<file path="src/rtl/osc_rst_pkg.sv">
// Shared types and helpers for the oscillator reset sequencer.
// Holds the sequencer state encoding and the counter-width function.
package osc_rst_pkg;

  typedef enum logic [1:0] {
    HOLD      = 2'd0,
    WAIT_LOCK = 2'd1,
    STAGE     = 2'd2,
    RUN       = 2'd3
  } state_e;

  function automatic int cnt_width(
    input int a,
    input int b,
    input int c,
    input int d
  );
    int m;
    m = a;
    if (b > m) m = b;
    if (c > m) m = c;
    if (d > m) m = d;
    cnt_width = (m < 1) ? 1 : $clog2(m + 1);
  endfunction

endpackage

</file>
<file path="src/rtl/osc_rst_sync.sv">
// Multi-flop synchronizer for one asynchronous level input.
// Clears to 0 under synchronous reset.
module osc_rst_sync #(
  parameter int STAGES = 2
) (
  input  logic clk,
  input  logic reset,
  input  logic d,
  output logic q
);

  logic [STAGES-1:0] sync_q;
  logic [STAGES-1:0] sync_d;

  // Shift the raw level one flop deeper each cycle.
  always_comb begin
    sync_d = {sync_q[STAGES-2:0], d};
  end

  // Synchronizer chain register.
  always_ff @(posedge clk) begin
    if (reset) sync_q <= '0;
    else       sync_q <= sync_d;
  end

  assign q = sync_q[STAGES-1];

endmodule

</file>
<file path="src/rtl/osc_reset_sequencer.sv">
// Staged periph/core reset release from PLL lock and push-button.
// Define OSC_RST_DEBOUNCE_EN to debounce the synchronized button.
module osc_reset_sequencer
  import osc_rst_pkg::*;
#(
  parameter int HOLD_CYCLES        = 64,
  parameter int LOCK_STABLE_CYCLES = 1024,
  parameter int STAGE_GAP          = 16,
  parameter int SYNC_STAGES        = 2,
  parameter int DEBOUNCE_CYCLES    = 256
) (
  input  logic clk,
  input  logic reset,
  input  logic pll_lock,
  input  logic button_n,
  output logic periph_reset,
  output logic core_reset,
  output logic ready
);

  localparam int CW = cnt_width(HOLD_CYCLES,
    LOCK_STABLE_CYCLES, STAGE_GAP, DEBOUNCE_CYCLES);
  localparam logic [CW-1:0] HOLD_LAST = CW'(HOLD_CYCLES - 1);
  localparam logic [CW-1:0] LOCK_LAST = CW'(LOCK_STABLE_CYCLES - 1);
  localparam logic [CW-1:0] GAP_LAST  = CW'(STAGE_GAP - 1);

  logic lock_s;
  logic btn_raw;
  logic btn_s;

  osc_rst_sync #(.STAGES(SYNC_STAGES)) u_lock_sync (
    .clk   (clk),
    .reset (reset),
    .d     (pll_lock),
    .q     (lock_s)
  );

  osc_rst_sync #(.STAGES(SYNC_STAGES)) u_btn_sync (
    .clk   (clk),
    .reset (reset),
    .d     (~button_n),
    .q     (btn_raw)
  );

`ifdef OSC_RST_DEBOUNCE_EN
  localparam logic [CW-1:0] DB_LAST = CW'(DEBOUNCE_CYCLES - 1);

  logic          btn_db_q;
  logic          btn_db_d;
  logic [CW-1:0] db_cnt_q;
  logic [CW-1:0] db_cnt_d;

  // Follow the raw button only after it differs for the full window.
  always_comb begin
    btn_db_d = btn_db_q;
    db_cnt_d = '0;
    if (btn_raw != btn_db_q) begin
      if (db_cnt_q == DB_LAST) btn_db_d = btn_raw;
      else                     db_cnt_d = db_cnt_q + CW'(1);
    end
  end

  // Debouncer state.
  always_ff @(posedge clk) begin
    if (reset) begin
      btn_db_q <= 1'b0;
      db_cnt_q <= '0;
    end else begin
      btn_db_q <= btn_db_d;
      db_cnt_q <= db_cnt_d;
    end
  end

  assign btn_s = btn_db_q;
`else
  assign btn_s = btn_raw;
`endif

  state_e        state_q;
  state_e        state_d;
  logic [CW-1:0] cnt_q;
  logic [CW-1:0] cnt_d;
  logic [CW-1:0] cnt_inc;
  logic          periph_reset_q;
  logic          periph_reset_d;
  logic          core_reset_q;
  logic          core_reset_d;
  logic          ready_q;
  logic          ready_d;

  // Next state, counter and outputs; aborts override the sequence.
  always_comb begin
    state_d = state_q;
    cnt_d   = cnt_q;
    cnt_inc = (cnt_q == '1) ? cnt_q : cnt_q + CW'(1);
    unique case (state_q)
      HOLD: begin
        if (btn_s) begin
          cnt_d = '0;
        end else if (cnt_q == HOLD_LAST) begin
          state_d = WAIT_LOCK;
          cnt_d   = '0;
        end else begin
          cnt_d = cnt_inc;
        end
      end
      WAIT_LOCK: begin
        if (!lock_s) begin
          cnt_d = '0;
        end else if (cnt_q == LOCK_LAST) begin
          state_d = STAGE;
          cnt_d   = '0;
        end else begin
          cnt_d = cnt_inc;
        end
      end
      STAGE: begin
        if (cnt_q == GAP_LAST) begin
          state_d = RUN;
          cnt_d   = '0;
        end else begin
          cnt_d = cnt_inc;
        end
      end
      RUN: begin
        cnt_d = '0;
      end
      default: begin
        state_d = HOLD;
        cnt_d   = '0;
      end
    endcase
    if (btn_s) begin
      state_d = HOLD;
      cnt_d   = '0;
    end else if (!lock_s &&
                 (state_q == STAGE || state_q == RUN)) begin
      state_d = WAIT_LOCK;
      cnt_d   = '0;
    end
    periph_reset_d = !(state_d == STAGE || state_d == RUN);
    core_reset_d   = (state_d != RUN);
    ready_d        = (state_d == RUN);
  end

  // Sequencer state and registered outputs.
  always_ff @(posedge clk) begin
    if (reset) begin
      state_q        <= HOLD;
      cnt_q          <= '0;
      periph_reset_q <= 1'b1;
      core_reset_q   <= 1'b1;
      ready_q        <= 1'b0;
    end else begin
      state_q        <= state_d;
      cnt_q          <= cnt_d;
      periph_reset_q <= periph_reset_d;
      core_reset_q   <= core_reset_d;
      ready_q        <= ready_d;
    end
  end

  assign periph_reset = periph_reset_q;
  assign core_reset   = core_reset_q;
  assign ready        = ready_q;

endmodule

</file>
<file path="config.mk">
export PLATFORM = sky130hd
export DESIGN_NAME = osc_reset_sequencer
export DESIGN_NICKNAME = d
export VERILOG_FILES = /design/src/rtl/osc_rst_pkg.sv /design/src/rtl/osc_rst_sync.sv /design/src/rtl/osc_reset_sequencer.sv
export SDC_FILE = /design/constraint.sdc
export NUM_CORES = 1
export LEC_CHECK = 0
export CAP_MARGIN = 40
export CORE_MARGIN = 1
export CORE_UTILIZATION = 45
export DETAILED_ROUTE_END_ITERATION = 12
export PLACE_DENSITY = 0.73
export SETUP_SLACK_MARGIN = 0.1
export SKIP_LAST_GASP = 1
export SLEW_MARGIN = 20
export SYNTH_ARGS = -nofsm -noshare
export SYNTH_HDL_FRONTEND = slang
export SYNTH_SLANG_ARGS = --single-unit
</file>
<file path="constraint.sdc">
create_clock -name clk -period 2.65 [get_ports clk]
set_input_delay 0.3975 -clock clk [delete_from_list [all_inputs] [get_ports clk]]
set_output_delay 0.3975 -clock clk [all_outputs]
set_load 0.05 [all_outputs]
</file>
* Yosys cells after proc, flatten, opt, wreduce, memory -nomap -nowiden
Cells that the tools add are included.
Cells by class: add/subtract/negate cells 1, eq/ne operators 10, multiplexer cells 13, bitwise gates (word level) 1, reductions and logical operators 7
Operators with widths (count):
- $mux W11 | 5
- $pmux W11 S4 | 1
- $mux W2 | 6
- $add A11 B1 Y11 const B | 1
- $eq A11 B10 Y1 const B | 1
- $eq A11 B11 Y1 const B | 1
- $eq A11 B4 Y1 const B | 1
- $eq A11 B6 Y1 const B | 1
- $eq A2 B2 Y1 const B | 4
- $pmux W2 S3 | 1
- $reduce_or A3 Y1 | 1
- $eq A2 B1 Y1 const B | 1
- $logic_not A1 Y1 | 2
- $logic_not A2 Y1 | 1
- $logic_or A1 B1 Y1 | 2
- $ne A2 B2 Y1 const B | 1
- $logic_and A1 B1 Y1 | 1
- $not A1 Y1 | 1
Word-level totals: flip-flop bits (word level) 20, input port bits 4, word-level logic and storage cells 39

* Logic depth before layout (Yosys ltp)
depth after elaboration 9, mapped depth 7, gate-level depth less buffers 5

* By module
From an unflattened synthesis, not the netlist that was laid out.
Unflattened totals: cells, all modules 100, area, all modules 937.1 um2
By module, submodules not included:
- osc_reset_sequencer | times used 1, cells an instance 92, area an instance 832.0 um2, sequential area each 320.3 um2
- osc_rst_sync | times used 2, cells an instance 4, area an instance 52.6 um2, sequential area each 40.0 um2

* Worst setup path after synthesis
Ideal clock, no wire load.
kind register to register, start point reg cnt_q[0], end point reg cnt_q[8], library setup time 79 ps, arrival time 1436 ps, data required time 2571 ps, path slack 1134 ps, cell stages (with the launch flop) 8, path buffers 2, clock period less this slack 1516 ps, cells stage by stage dfxtp_1 > ha_1 > and3_1 > buf_2 > a311oi_2 > o221ai_2 > buf_6 > a211oi_2
Between the ends: longest elaborated chain between the ends 5
RTL lines:
- start, declared | RTL line osc_reset_sequencer.sv:81 | logic [CW-1:0] cnt_q;
- start signal, assigned | RTL line osc_reset_sequencer.sv:156 | cnt_q <= cnt_d;
- $add A11 B1 Y11 or $eq A11 B11 Y1 (tied branches) | RTL line osc_reset_sequencer.sv:95 | cnt_inc = (cnt_q == '1) ? cnt_q : cnt_q + CW'(1);
- $mux W11 | RTL line osc_reset_sequencer.sv:95
- $mux W11 | RTL line osc_reset_sequencer.sv:110 | end else if (cnt_q == LOCK_LAST) begin
- $mux W11 | RTL line osc_reset_sequencer.sv:108 | if (!lock_s) begin
- $pmux W11 S4 (*) | RTL line osc_reset_sequencer.sv:96 | unique case (state_q)
Every way passes the cells marked *; elsewhere a longest branch is shown, timed or not. A chain may end at the register's enable or synchronous reset.

* Worst setup path in the final report
start point reg cnt_q[0], end point reg cnt_q[2]
The elaborated chain is that of the path after synthesis.

==> flow_summary.toml <==
[critical_path]
worstPathArrival_ns = 2.08
end_kind = "flop"
cp.required_ns = 2.83
worstPathMaxFanout = 11
start_kind = "flop"
critical_path_class = "flop to flop"

[yosys]
yosysMostFrequentCell = "dfxtp_1"
syn_area_um2 = 922.1
ys_types = 33
synth.avg_cell_area_um2 = 9.314
ys_top_cells_by_area = "dfxtp_1, nor2_1, o21ai_0"
yosys-top-cells-count = "dfxtp_1, nor2_1, o21ai_0"
syn_inst = 99
syn-num-nets = 104
synth_warnings = 0
ys_seq_area_share_pct = 43.42
ys_ff_latch = 20
ys.flop_type = "dfxtp_1"
synth_edf_count = 0
yosysTopAreaCell = "dfxtp_1"
ys_async_sr_fraction_pct = 0
synth_top_cell_area_share_pct = 43.42

[grt]
grt_usage_pct = 15.77
gr-total-overflow = 0
grt_max_degree = 13
grt_pass1_wl_mm = 2.415
grt_pass1_vias = 590
antenna_found_initial = 0

[floorplan]
die_width_um = 47.27
top_level_ports = 7
die_h_um = 47.27
fp-row-count = 16
start_util_pct = 47.49
core_um2 = 1942
die_area_um2 = 2234

[cts]
clock_path_buffers = 2
path_clk_slew_ns = 0.11
cts.htree.levels = 1
cts_resized = 0
root_buffer = "clkbuf_4"
cts_sinks = 20
cts_tree = "done"
cts_setup_buffers = 0
cts_buffers = 3
cts_hold_buf = 0
insertion_delay_ns = 0.30

[timing]
worst_pin_slew_ns = 0.5990
hold_ws_ns = 0.4560
fin_skew_ns = 0.001531
finalSetupViolCount = 0
hold_violations = 0
fmax_mhz = 526.0
slew_headroom_pct = 60.06
tns_ns = 0
period_share_pct = 71.74
rsz0062_at_grt = "false"
min_period_ns = 1.901
drv_slew = 0

[pwr]
power_w = 0.0005805
powerDensity_nw_per_um2 = 560.3
p_leak_nw = 0.3660
peakVddDrop_mv = 0.4492

[place]
io_buffer_count = 6
dpl.cell_count = 128
gp_congestion = 0.7722
dp_hpwl_mm = 1.115

[detailed_routing]
drcViolationCount = 0
wl_per_cell_um = 11.50
first_pass_iters = 4
viasPerCell = 5.417
postRouteAntennaNets = 0
drt_iter0_drc = 6
drt-total-wl_mm = 1.518
vias = 715

[status]
status = "finished, final reports clean"

[layout]
drive_gt1_share_pct = 11.43
finalNetCount = 111
area_growth_pct = 12.35
stdcell_count = 132
diodes = 0

[flow_run]
maxCapViolations = 0

[hold_path]
hp-class = "flop to flop"
-- sequential cells by signal, indices dropped and copies added, names as in the netlist --
name / count
periph_reset: 1
core_reset: 1
cnt_q: 11
ready: 1
u_lock_sync.sync_q: 2
state_q: 2
u_btn_sync.sync_q: 2
-- layer usage --
| layer | GRT usage [%] | part of all wire, % |
|---|---|---|
| met4 | 12.00 | 3.1 |
| met5 | 0 | 0 |
| met3 | 2.308 | 1.6 |
| met1 | 19.86 | 48 |
| met2 | 24.11 | 47 |
-- cell usage in the layout, fill, tap and decap left out, types with 2 or more instances in the layout --
cell / netlist / layout
a211oi_2: 2 / 2
clkbuf_4: 0 / 3
dfxtp_1: 20 / 20
clkdlybuf4s50_1: 0 / 6
and4_1: 2 / 2
a21oi_1: 3 / 3
nor2_1: 15 / 15
nor2b_1: 3 / 3
a21boi_0: 2 / 2
a41oi_1: 2 / 2
inv_1: 4 / 4
or3_1: 3 / 3
o21ai_0: 7 / 7
nand2_1: 5 / 5
nor3_1: 2 / 2
mux2i_1: 3 / 3
a31oi_1: 2 / 2
nand3_1: 5 / 5
-- cell families (layout without fill, tap and decap cells) --
| family | after synthesis | count (layout) | synth area share, % |
|---|---|---|---|
| xor gates and xnor gates | 1 | 1 | 0.9500 |
| muxes | 3 | 3 | 3.257 |
| AOI/OAI and AO/OA | 22 | 22 | 18.04 |
| DFF | 20 | 20 | 43.42 |
| buffers and inverters | 8 | 14 | 5.155 |
| and+or+nand+nor | 44 | 44 | 27.82 |
| adders and majority gates | 1 | 1 | 1.357 |
-- worst paths after layout --
kind	from	end	slack, ns	depth (start not counted)
min	u_lock_sync.sync_q[0]	u_lock_sync.sync_q[1]	0.46	1
max	cnt_q[0]	cnt_q[2]	0.75	5
min reg2reg	u_lock_sync.sync_q[0]	u_lock_sync.sync_q[1]	0.46	1
max reg2reg	cnt_q[0]	cnt_q[2]	0.75	5
-- final cells by class --
class	instances	area (um2)
Timing Repair Buffer	6	60.06
Clock buffer	3	22.52
Fill cell	176	905.9
Tap cell	27	33.78
Multi-Input combinational cell	71	474.2
Inverter	4	15.01
Sequential cell	20	400.4
Clock inverter	1	30.03
-- metrics by stage --
step / instance area (um2) / worst slack, ns / util, %
final: 1036 / 0.7490 / 53.35
after global routing: 1036 / 0.6170 / 53.35
after CTS: 1036 / 0.7601 / 53.35
after detailed placement: 983.4 / 0.6888 / 50.64
after global placement: 983.4 / 0.7914 / 50.64
after floorplan: 922.1 / 1.134 / -
-- power by group --
group / total, W / internal [W] / switching [W]
Sequential: 0.000312 / 0.000307 / 0.00000480
Combinational: 0.0000226 / 0.0000110 / 0.0000116
Clock: 0.000246 / 0.000153 / 0.0000931
-- critical path, cell delays in order, from the launching register on --
cell and delay (ns):
dfxtp_1 0.40, ha_1 0.23, and3_1 0.32, a41oi_1 0.18, o221ai_2 0.53, nor3_1 0.13
Power figures use the tool's default switching activity.
